### src/rtl/sync_vg.sv
// Video timing generator: free-running line/frame counters decoded into
// registered sync, data-enable, read-request and active-pixel coordinates.
module sync_vg #(
    parameter int H_TOTAL   = 1892,
    parameter int H_SYNC    = 12,
    parameter int H_BP      = 300,
    parameter int H_ACT     = 1280,
    parameter int H_FP      = 300,
    parameter int V_TOTAL   = 740,
    parameter int V_SYNC    = 2,
    parameter int V_BP      = 9,
    parameter int V_ACT     = 720,
    parameter int V_FP      = 9,
    parameter int X_BITS    = 11,
    parameter int Y_BITS    = 10,
    parameter int HV_OFFSET = 0
) (
    input  logic              clk,
    input  logic              rst,
    output logic              vs_out,
    output logic              hs_out,
    output logic              de_out,
    output logic              de_re,
    output logic [X_BITS-1:0] x_act,
    output logic [Y_BITS-1:0] y_act
);

    // Counter widths follow the totals; one extra bit in the compare domain
    // keeps h_cnt+1 and the exclusive active-end bounds from overflowing.
    localparam int HC_W = $clog2(H_TOTAL);
    localparam int VC_W = $clog2(V_TOTAL);

    localparam logic [HC_W-1:0] H_LAST = HC_W'(H_TOTAL - 1);
    localparam logic [VC_W-1:0] V_LAST = VC_W'(V_TOTAL - 1);
    localparam logic [HC_W-1:0] HV_OFF = HC_W'(HV_OFFSET);

    localparam logic [HC_W:0] HS_END = (HC_W+1)'(H_SYNC);
    localparam logic [HC_W:0] HA_STA = (HC_W+1)'(H_SYNC + H_BP);
    localparam logic [HC_W:0] HA_END = (HC_W+1)'(H_SYNC + H_BP + H_ACT);
    localparam logic [VC_W:0] VS_END = (VC_W+1)'(V_SYNC);
    localparam logic [VC_W:0] VA_STA = (VC_W+1)'(V_SYNC + V_BP);
    localparam logic [VC_W:0] VA_END = (VC_W+1)'(V_SYNC + V_BP + V_ACT);

    logic [HC_W-1:0] r_h_cnt;
    logic [VC_W-1:0] r_v_cnt;

    logic [HC_W:0]     w_h_ext;
    logic [HC_W:0]     w_h_nxt;
    logic [VC_W:0]     w_v_ext;
    logic              w_h_act;
    logic              w_h_act_nxt;
    logic              w_v_act;
    logic              w_de;
    logic              w_de_re;
    logic              w_hs;
    logic              w_vs;
    logic [HC_W:0]     w_x_off;
    logic [VC_W:0]     w_y_off;
    logic [X_BITS-1:0] w_x;
    logic [Y_BITS-1:0] w_y;

    assign w_h_ext     = {1'b0, r_h_cnt};
    assign w_h_nxt     = w_h_ext + (HC_W+1)'(1);
    assign w_v_ext     = {1'b0, r_v_cnt};

    assign w_h_act     = (w_h_ext >= HA_STA) && (w_h_ext < HA_END);
    assign w_h_act_nxt = (w_h_nxt >= HA_STA) && (w_h_nxt < HA_END);
    assign w_v_act     = (w_v_ext >= VA_STA) && (w_v_ext < VA_END);

    assign w_de        = w_h_act && w_v_act;
    // Look-ahead column, same row: sync width >= 1 means the look-ahead
    // never reaches the active area of the following line.
    assign w_de_re     = w_h_act_nxt && w_v_act;
    assign w_hs        = (w_h_ext < HS_END);
    assign w_vs        = (w_v_ext < VS_END);

    assign w_x_off     = w_h_ext - HA_STA;
    assign w_y_off     = w_v_ext - VA_STA;
    assign w_x         = X_BITS'(w_x_off);
    assign w_y         = Y_BITS'(w_y_off);

    // Horizontal counter wraps every line; vertical steps on the last column.
    always_ff @(posedge clk or posedge rst) begin
        if (rst) begin
            r_h_cnt <= '0;
            r_v_cnt <= '0;
        end else if (r_h_cnt == H_LAST) begin
            r_h_cnt <= '0;
            if (r_v_cnt == V_LAST) begin
                r_v_cnt <= '0;
            end else begin
                r_v_cnt <= r_v_cnt + VC_W'(1);
            end
        end else begin
            r_h_cnt <= r_h_cnt + HC_W'(1);
        end
    end

    // Register the decode of the current counters; vsync moves only at the
    // chosen column so its edges sit at a fixed offset from the hsync edge.
    always_ff @(posedge clk or posedge rst) begin
        if (rst) begin
            hs_out <= 1'b0;
            vs_out <= 1'b0;
            de_out <= 1'b0;
            de_re  <= 1'b0;
            x_act  <= '0;
            y_act  <= '0;
        end else begin
            hs_out <= w_hs;
            de_out <= w_de;
            de_re  <= w_de_re;
            x_act  <= w_de ? w_x : '0;
            y_act  <= w_de ? w_y : '0;
            if (r_h_cnt == HV_OFF) begin
                vs_out <= w_vs;
            end
        end
    end

endmodule

### config.mk
export PLATFORM = sky130hd
export DESIGN_NAME = sync_vg
export DESIGN_NICKNAME = d
export VERILOG_FILES = /design/src/rtl/sync_vg.sv
export SDC_FILE = /design/constraint.sdc
export NUM_CORES = 1
export LEC_CHECK = 0
export BUFFER_PORTS_ARGS = -buffer_cell sky130_fd_sc_hd__buf_2
export CAP_MARGIN = 20
export CORE_MARGIN = 4
export CORE_UTILIZATION = 45
export CTS_CLUSTER_SIZE = 8
export DETAILED_ROUTE_END_ITERATION = 10
export HOLD_SLACK_MARGIN = 0.15
export SLEW_MARGIN = 20
export SYNTH_ARGS = -nofsm -noshare
export SYNTH_HDL_FRONTEND = slang
export SYNTH_SLANG_ARGS = --single-unit
### constraint.sdc
create_clock -name clk -period 2.7 [get_ports clk]
set_input_delay 0.54 -clock clk [delete_from_list [all_inputs] [get_ports clk]]
set_output_delay 0.54 -clock clk [all_outputs]
set_load 0.01 [all_outputs]
After elaboration in Yosys (flattened, before gate mapping). Index checks and enable logic that the tools add are counted.

Output and inout bits: 25. RAM bits: 0. Flip-flop bits (word level): 46. Memories: 0. Bits in latches: 0. Logic and storage cells: 33. Bits in read-only memories: 0. Input port bits: 2.

Divide/modulo/power cells: 0. Muxes and demuxes: 4. Bitwise operators: 0. $lt $le $gt $ge: 8. $mul: 0. Reductions and logical operators: 6. Add/subtract/negate cells: 5. Shift-type cells: 0. Eq/ne operators: 2.

Operator list (number): two-way mux 11 bit (2); two-way mux 10 bit (2); adder 11 x 1 -> 12 bit, second input constant (1); greater-or-equal comparator 12 x 9 -> 1 bit, second input constant (1); less-than comparator 12 x 11 -> 1 bit, second input constant (1); adder 11 x 1 -> 11 bit, second input constant (1); == test 11 bit, second input constant (1); greater-or-equal comparator 11 x 9 -> 1 bit, second input constant (1); logical NOT 11 bit (1); less-than comparator 11 bit, second input constant (1); less-than comparator 11 x 4 -> 1 bit, second input constant (1); subtractor 11 x 9 -> 11 bit, second input constant (1); adder 10 x 1 -> 10 bit, second input constant (1); == test 10 bit, second input constant (1); greater-or-equal comparator 10 x 4 -> 1 bit, second input constant (1); less-than comparator 10 bit, second input constant (1); less-than comparator 10 x 2 -> 1 bit, second input constant (1); subtractor 10 x 4 -> 10 bit, second input constant (1); logical AND 1 bit (5).

Logic depth before layout (Yosys ltp). Gate-level depths: netlist of run 1.

Depth after elaboration: 4. Mapped depth: 8. Depth with buffers taken out: 6.

Worst setup path before layout of run 1. Ideal clock, no wire load.

Path type: reg2reg. From: register r_h_cnt[0]. To: register r_v_cnt[7]. Library setup time: 134 ps. Buffers on the path: 0. Data required time: 2566 ps. Stages on the path, launching flop included: 7. Clock period less this slack: 2049 ps. Arrival time: 1914 ps. Path slack: 651 ps. Cell sequence: dfrtp_1 -> ha_1 -> or3b_4 -> nor4_4 -> inv_2 -> o31ai_1 -> o31ai_1.

Word-level cells in the longest chain between the ends: 1.

Ends and longest elaborated chain: start: declaration (line 44) `logic [HC_W-1:0] r_h_cnt;`; start signal: assignment (line 95) `r_h_cnt <= r_h_cnt + HC_W'(1);`; == test 11 bit (line 87) `end else if (r_h_cnt == H_LAST) begin`; end signal: assignment (line 92) `r_v_cnt <= r_v_cnt + VC_W'(1);`; end: declaration (line 45) `logic [VC_W-1:0] r_v_cnt;`.

No other way between the ends. A chain may end at the register's enable or synchronous reset.

Worst setup path in the final report of run 1.
From: register r_v_cnt[0]. To: register y_act[5].

Word-level cells in the longest chain between the ends: 4. Elaborated cells between the ends (all ways): 6. Those cells by class: add/sub: 1; order compare: 2; mux: 1; reduce/logical: 2.

Ends and longest elaborated chain: greater-or-equal comparator 10 x 4 -> 1 bit / less-than comparator 10 bit (equally long branches) (line 68) `assign w_v_act = (w_v_ext >= VA_STA) && (w_v_ext < VA_END);`; logical AND 1 bit (line 68); logical AND 1 bit (line 70) `assign w_de = w_h_act && w_v_act;`; two-way mux 10 bit (*) (line 114) `y_act <= w_de ? w_y : '0;`; end signal: assignment (line 114); end: declaration (line 25) `output logic [Y_BITS-1:0] y_act`.

Mark *: on every way between the ends. The rest lies on a longest branch, timed or not.

==> results.json, run 1 <==
{
  "cp-start-kind": "flip-flop",
  "die_h_um": 79.6,
  "synth_top_cell_area_share_pct": 49.9,
  "drtIter0Drc": 159,
  "numPortBuffers": 26,
  "seq_area_frac_synth_pct": 49.9,
  "grt-ovfl-total": 0,
  "yosys_warnings": 0,
  "ys_ff_latch": 46,
  "fin_util_pct": 53.8,
  "grt_pass1_wl_um": 7930,
  "rsz0062_at_grt": "false",
  "clock_latency_ns": 0.30,
  "wl_per_cell_um": 13.2,
  "r2r_setup_slack_ns": 0.48,
  "ys_types": 46,
  "syn-num-nets": 250,
  "core-area_um2": 4850,
  "tritoncts": "yes",
  "leakage_uw": 0.00131,
  "clock.fmax_mhz": 451,
  "setup_tns_ns": 0,
  "grt_pass1_vias": 1642,
  "diodes": 0,
  "grt_usage_pct": 16.1,
  "yosysMostFrequentCell": "dfrtp_1",
  "worstMarginPinSlew_ns": 0.898,
  "synthFlopType": "dfrtp_1",
  "fin_crit_ns": 2.22,
  "crit_family": "compound AO/OA/AOI/OAI gates",
  "postCtsHoldBufs": 0,
  "row_count": 25,
  "synth_cells": 243,
  "cp-end-kind": "flip-flop",
  "crit_type": "reg2reg",
  "synthTopCellsByArea": "dfrtp_1 (50%), xnor2_1 (6.8%), nor2_1 (5.5%)",
  "ir_drop_v": 0.000201,
  "vias": 1728,
  "grt_start_max_net_pins": 47,
  "initial_utilization_pct": 47.6,
  "finalPower_uw": 1180,
  "maxCapViolations": 0,
  "drc": 0,
  "syn_area_per_cell_um2": 9.50,
  "post_cts_buffers": 0,
  "first_pass_iters": 4,
  "clockBufferDepth": 2,
  "finalMaxSlewViolations": 0,
  "area_growth_pct": 12.9,
  "hold_violations": 0,
  "postSynth.asyncResetShare_pct": 100,
  "synth_top_area_cell": "dfrtp_1",
  "critPathMostFrequentCell": "o21ai_0",
  "status": "completed",
  "worst_slew_margin_rel_pct": 40.1,
  "synth_common_cells": "dfrtp_1 (46), nor2_1 (34), nand2_1 (22)",
  "arrival_ns": 2.43,
  "cts_buffers": 5,
  "critical_path_buf_inv_count": 1,
  "ios": 27,
  "nNetsFinal": 274,
  "cts_resized": 0,
  "dp_hpwl_um": 3090,
  "cts.sinks": 46,
  "p_per_area_nw_per_um2": 451,
  "die-area_um2": 6340,
  "antenna_found_initial": 0,
  "vias_per_cell": 5.16,
  "hp-class": "in2async",
  "cp_cell_sequence": "ha_1, o21ai_0, o21ai_0, a32oi_1, o221ai_1, buf_4, a21oi_1",
  "clk_pin_slew_ns": 0.08,
  "h-tree-depth": 2,
  "max_stage_delay_ns": 0.45,
  "die_x_um": 79.6,
  "ant_nets": 0,
  "timing.final.crit_share_pct": 82.1,
  "cp_max_fo": 11,
  "clock_skew_ns": 0.00922,
  "crit_required_ns": 2.91,
  "setup_viol": 0,
  "cts-root-buf": "clkbuf_8",
  "routed_wl_um": 4430,
  "synth_edf_count": 0,
  "synthesis.area_um2": 2310,
  "routabilityCongestion": 0.867,
  "cp_slowest_cell": "dfrtp_1",
  "drive_gt1_share_pct": 19.4
}
[cell families (layout without fill, tap and decap cells)]
logic type	count (synthesis)	in the layout	share of synthesized area [%]
buffers and inverters	31	56	5.85
XOR/XNOR	22	22	8.35
adder cells (fa/ha/maj)	5	5	2.71
multiplexers	2	2	0.921
AND/OR/NAND/NOR	99	99	21.6
AO/OA/AOI/OAI	38	38	10.7
flip-flops	46	46	49.9
[worst reg2reg max path, delay by kind of cell (launching register included)]
family | cells | cell delay, ns
buffers and inverters | 1 | 0.28
adder cells (fa/ha/maj) | 1 | 0.24
AO/OA/AOI/OAI | 5 | 1.17
flip-flops | 1 | 0.45
[cells in the final DEF (no fill, tap or decap), types with 3 or more instances in the layout]
master / count
a21oi_1: 10
buf_2: 26
buf_4: 7
clkbuf_8: 8
dfrtp_1: 46
ha_1: 5
inv_1: 13
nand2_1: 22
nand3_1: 12
nand4_1: 6
nor2_1: 34
nor3_1: 3
nor4_1: 3
o21ai_0: 11
o31ai_1: 4
or2_2: 4
xnor2_1: 18
xor2_1: 4
[path summary, 6_finish.rpt]
kind,start,endpoint,cells past startpoint
worst max register to register,r_v_cnt[0],y_act[5],7
max in group asynchronous,rst,r_h_cnt[8],2
worst min-delay path,rst,r_v_cnt[8],2
min in group clk,vs_out,vs_out,2
worst max-delay path,r_v_cnt[0],y_act[5],7
worst min register to register,vs_out,vs_out,2
[where the power goes]
group / total, uW / switching, uW / leakage, uW / internal, uW
sequential: 688 / 0 / 0.000623 / 688
clock: 475 / 217 / 0.0000575 / 258
combinational: 13.0 / 12.4 / 0.000631 / 0.635
total: 1180 / 229 / 0.00131 / 947
[area by class of cell]
class	instances	area [um^2]
fillers	470	2240
well taps	67	83.8
clock buffers	8	110
repair buffers	33	183
multi-input cells	166	1020
flip-flops and latches	46	1150
inverters	15	56.3
[metal layers]
| layer | share of wire (%) | vias up | global-route usage (%) | wire (um) |
|---|---|---|---|---|
| met4 | 1.7 | 0 | 6.70 | 76 |
| met5 | 0 | - | 0 | 0 |
| met3 | 5.3 | 6 | 3.05 | 236 |
| met2 | 41 | 44 | 22.3 | 1810 |
| li1 | - | 867 | - | - |
| met1 | 52 | 811 | 24.3 | 2300 |
[sequential cells by signal, summed over array words and instances (netlist names)]
register / flops
de_out: 1
de_re: 1
hs_out: 1
r_h_cnt: 11
r_v_cnt: 10
vs_out: 1
x_act: 11
y_act: 10
[through the flow]
stage	area (um^2)	worst slack [ns]	cells	hold slack, ns
after CTS	2610	0.480	335	0.470
after global placement	2500	0.567	327	0.483
final	2610	0.484	335	0.431
after detailed placement	2500	0.505	327	0.477
after floorplan	2310	0.651	243	0.482
after global routing	2610	0.228	335	0.542
(Power assumes the default switching activity.)
==> run 2: changes to the inputs <==
Clock period 2.7 ns to 2.2 ns, I/O delays scaled along.
==> run 2 against run 1 <==
Largest cell class unchanged. Critical path depth stayed put. Combinational power is 42% higher. Clock-buffer cell count is 2 lower. Clock power is 5.9% higher. Critical path type unchanged. First-iteration DRC count is 21% lower. Global-route usage is 0.19 points higher. Register-to-register slack worse by 0.33 ns.
==> results.json, run 2 (synthesis gave the netlist of run 1 again) <==
{
  "crit_required_ns": 2.39,
  "cts_resized": 0,
  "drive_gt1_share_pct": 22.1,
  "rsz0062_at_grt": "false",
  "fin_crit_ns": 2.05,
  "nNetsFinal": 284,
  "hold_violations": 0,
  "grt_usage_pct": 16.3,
  "grt-ovfl-total": 0,
  "setup_viol": 0,
  "cts_buffers": 5,
  "p_per_area_nw_per_um2": 513,
  "core-area_um2": 4850,
  "post_cts_buffers": 0,
  "routed_wl_um": 4590,
  "postCtsHoldBufs": 0,
  "ios": 27,
  "multiInputGateArea_um2": 1030,
  "vias_per_cell": 5.26,
  "crit_type": "reg2reg",
  "die-area_um2": 6340,
  "grt_start_max_net_pins": 47,
  "max_stage_delay_ns": 0.44,
  "worstMarginPinSlew_ns": 0.582,
  "hp-class": "in2async",
  "cp-end-kind": "flip-flop",
  "layout_commonest_cell": "dfrtp_1",
  "fillCellCount": 442,
  "top_regs": "r_h_cnt: 11 flops, x_act: 11 flops",
  "grt_pass1_vias": 1708,
  "first_pass_iters": 5,
  "clockBufferDepth": 2,
  "cp_cell_sequence": "ha_1, buf_4, and4_1, a311oi_2, o2111a_1, o21ai_0, a211oi_1",
  "cp-start-kind": "flip-flop",
  "drtIter0Drc": 126,
  "ant_nets": 0,
  "row_count": 25,
  "setup_tns_ns": 0,
  "finalMaxSlewViolations": 0,
  "worst_hold_slack_ns": 0.292,
  "crit_family": "compound AO/OA/AOI/OAI gates",
  "timing.final.crit_share_pct": 93.0,
  "clock_latency_ns": 0.29,
  "reg2reg_from": "r_h_cnt[0]",
  "routabilityCongestion": 0.882,
  "area_growth_pct": 15.4,
  "die_x_um": 79.6,
  "drc": 0,
  "vias": 1804,
  "h-tree-depth": 2,
  "grt_pass1_wl_um": 8000,
  "maxCapViolations": 0,
  "clock_skew_ns": 0.00563,
  "clock.fmax_mhz": 489,
  "cts.sinks": 46,
  "antenna_found_initial": 0,
  "final_cell_mix": "dfrtp_1 (46), nor2_1 (34), buf_2 (26), nand2_1 (22), xnor2_1 (18)",
  "cp_max_fo": 6,
  "clk_pin_slew_ns": 0.08,
  "cp-startpoint": "r_h_cnt[0]",
  "status": "completed",
  "ir_drop_v": 0.000301,
  "cts-root-buf": "clkbuf_8",
  "critical_path_buf_inv_count": 1,
  "seq_area_um2": 1150,
  "leakage_uw": 0.00135,
  "tritoncts": "yes",
  "die_h_um": 79.6,
  "arrival_ns": 2.24,
  "wl_per_cell_um": 13.4,
  "worst_slew_margin_rel_pct": 61.2,
  "diodes": 0,
  "numPortBuffers": 26,
  "cp_slowest_cell": "dfrtp_1",
  "initial_utilization_pct": 47.6,
  "dp_hpwl_um": 3260
}
[run 2: changes by cell type in the layout (fill, tap and decap cells not counted)]
| cell | change |
|---|---|
| o21ai_1 | +1 |
| a311oi_2 | +1 |
| a311oi_1 | -1 |
| clkbuf_8 | -2 |
| o21ai_0 | -1 |
| buf_6 | +1 |
| buf_4 | +9 |
[run 2: final timing paths]
check	endpoint	slack (ns)	cells after the start
min in group clk	vs_out	0.49	2
worst min register to register	vs_out	0.49	2
max in group asynchronous	r_v_cnt[9]	1.52	3
worst max-delay path	de_re	0.15	7
worst max register to register	de_re	0.15	7
worst min-delay path	de_out	0.29	3
[run 2: final cells by class]
type / instances / area share, %
Timing Repair Buffer: 43 / 9.82
Sequential cell: 46 / 43.2
Multi-Input combinational cell: 166 / 38.6
Clock buffer: 6 / 3.10
Tap cell: 67 / 3.15
Inverter: 15 / 2.11
[run 2: routing by layer]
layer / part of all wire [%] / track usage, %
met1: 51 / 23.4
met2: 43 / 23.8
met3: 5.1 / 3.95
met4: 1.5 / 5.67
met5: 0 / 0
[run 2: worst min-delay path, cell delays in order]
cell,delay (ns)
buf_2,0.10
inv_2,0.03
buf_4,0.48
[run 2: power by group]
group / total [uW] / switching (uW) / internal, uW / leakage (uW)
Combinational: 18.5 / 16.5 / 1.98 / 0.000685
Clock: 503 / 260 / 242 / 0.0000431
Sequential: 845 / 0 / 845 / 0.000623
[run 2: per-stage QoR]
stage	std cells	setup slack (ns)	power, uW	util, %	cell area, um^2
2_1_floorplan	243	0.151	874	-	2310
3_3_place_gp	337	0.172	881	53.0	2570
3_5_place_dp	337	0.152	881	53.0	2570
4_1_cts	343	0.140	1390	54.7	2650
5_1_grt	343	0.0114	1430	54.9	2660
6_report	343	0.154	1370	54.9	2660
==> run 3: changes to the inputs <==
Settings changed: CORE_MARGIN 4 to 2, CORE_UTILIZATION 45 to 57, PLACE_DENSITY set to 0.78.
==> run 3 against run 2 <==
Sequential power barely moved. Sequential cell count did not move. Core utilization rose by 13 points. Non-clock buffer count did not move. Via count rose by 3.6%. Worst hold slack got worse by 0.017 ns. Final cell count fell by 4.4%. Combinational power fell by 2%. Register-to-register slack barely moved. Critical path type unchanged.
==> results.json, run 3 (synthesis gave the netlist of run 1 again) <==
{
  "routabilityCongestion": 0.948,
  "ant_nets": 0,
  "drtIter0Drc": 182,
  "cp-end-kind": "flip-flop",
  "finalMaxSlewViolations": 0,
  "ir_drop_v": 0.000419,
  "clock_latency_ns": 0.30,
  "status": "completed",
  "p_per_area_nw_per_um2": 558,
  "area_growth_pct": 15.3,
  "clk_pin_slew_ns": 0.09,
  "setup_tns_ns": 0,
  "nNetsFinal": 284,
  "maxCapViolations": 0,
  "cts.sinks": 46,
  "row_count": 23,
  "vias_per_cell": 5.70,
  "grt-ovfl-total": 0,
  "cp-start-kind": "flip-flop",
  "grtUsageMet3_pct": 5.83,
  "arrival_ns": 2.22,
  "grt_start_max_net_pins": 47,
  "top_regs": "r_h_cnt: 11 flops, x_act: 11 flops",
  "timing.final.crit_share_pct": 92.8,
  "die-area_um2": 4580,
  "rsz0062_at_grt": "false",
  "fin_util_pct": 67.5,
  "hp-class": "in2async",
  "core-area_um2": 3940,
  "drc": 0,
  "diodes": 0,
  "h-tree-depth": 2,
  "cp_max_fo": 13,
  "clock.fmax_mhz": 490,
  "worstMarginPinSlew_ns": 0.574,
  "post_cts_buffers": 0,
  "use_met1_pct": 34.5,
  "ios": 27,
  "fin_crit_ns": 2.04,
  "clockBufferDepth": 2,
  "crit_required_ns": 2.38,
  "crit_type": "reg2reg",
  "cts_buffers": 5,
  "cts-root-buf": "clkbuf_8",
  "setup_viol": 0,
  "drive_gt1_share_pct": 21.6,
  "die_x_um": 67.6,
  "die_h_um": 67.6,
  "use_met2_pct": 33.8,
  "grt.busiest_layer": "met1",
  "wl_per_cell_um": 14.6,
  "hold_violations": 0,
  "final_cell_mix": "dfrtp_1 (46), nor2_1 (34), buf_2 (26), nand2_1 (22), xnor2_1 (18)",
  "leakage_uw": 0.00135,
  "clock_skew_ns": 0.00584,
  "vias": 1869,
  "initial_utilization_pct": 58.6,
  "antenna_found_initial": 0,
  "worst_slew_margin_rel_pct": 61.7,
  "grt_pass1_wl_um": 8140,
  "numPortBuffers": 26,
  "grt_usage_pct": 24.0,
  "grt_pass1_vias": 1719,
  "tritoncts": "yes",
  "first_pass_iters": 4,
  "dp_hpwl_um": 3370,
  "layout_commonest_cell": "dfrtp_1",
  "routed_wl_um": 4780
}
run 3: cell count changes in the layout (fill, tap and decap cells not counted), sizes merged:
cell / delta
bufinv: +1
inv: -1
clkbuf: +1
clkinv: +1
run 3: final cells by class:
class                      instances  area [um^2]
fill                             316         1280
clock buffer                       7         76.3
multi-input combinational        166         1020
timing repair buffer              43          262
inverter                          15         56.3
tap                               50         62.6
sequential                        46         1150
clock inverter                     1         30.0
run 3: path summary, 6_finish.rpt:
path | endpoint | slack, ns | startpoint | cells after the start
max | r_v_cnt[7] | 0.16 | r_h_cnt[0] | 7
min | y_act[4] | 0.28 | rst | 3
max reg2reg | r_v_cnt[7] | 0.16 | r_h_cnt[0] | 7
min reg2reg | vs_out | 0.52 | vs_out | 2
max in group asynchronous | x_act[0] | 1.54 | rst | 3
min in group clk | vs_out | 0.52 | vs_out | 2
run 3: worst max-delay path, stage by stage, from the launching register on:
cell	delay, ns
dfrtp_1	0.44
ha_1	0.19
or3b_4	0.39
nor4_4	0.31
buf_6	0.19
inv_2	0.06
o31ai_1	0.24
o31ai_1	0.10
run 3: report_power, final:
part	internal (uW)	switching (uW)	total [uW]
clock network	340	284	624
registers	845	0	845
logic	1.94	16.2	18.1
run 3: metrics by stage:
| stage | total power (uW) | worst slack, ns | hold slack (ns) | instances | cell area [um^2] |
|---|---|---|---|---|---|
| final | 1490 | 0.159 | 0.275 | 328 | 2660 |
| after global routing | 1540 | 0.00844 | 0.316 | 328 | 2660 |
| after CTS | 1500 | 0.138 | 0.284 | 328 | 2660 |
| after detailed placement | 881 | 0.152 | 0.501 | 320 | 2550 |
| after global placement | 880 | 0.204 | 0.491 | 320 | 2550 |
| after floorplan | 874 | 0.151 | 0.482 | 243 | 2310 |
run 3: metal layers:
metal	routed length [um]	part of all wire, %	vias up
met5	0	0	-
li1	-	-	894
met1	2170	45	887
met2	2150	45	78
met3	349	7.3	10
met4	118	2.5	0
run 3: timing repair:
action                     in CTS  in global routing
setup endpoints to repair       0                  2
resized for setup               0                  2
hold endpoints to repair        0                  0
hold buffers                    0                  0
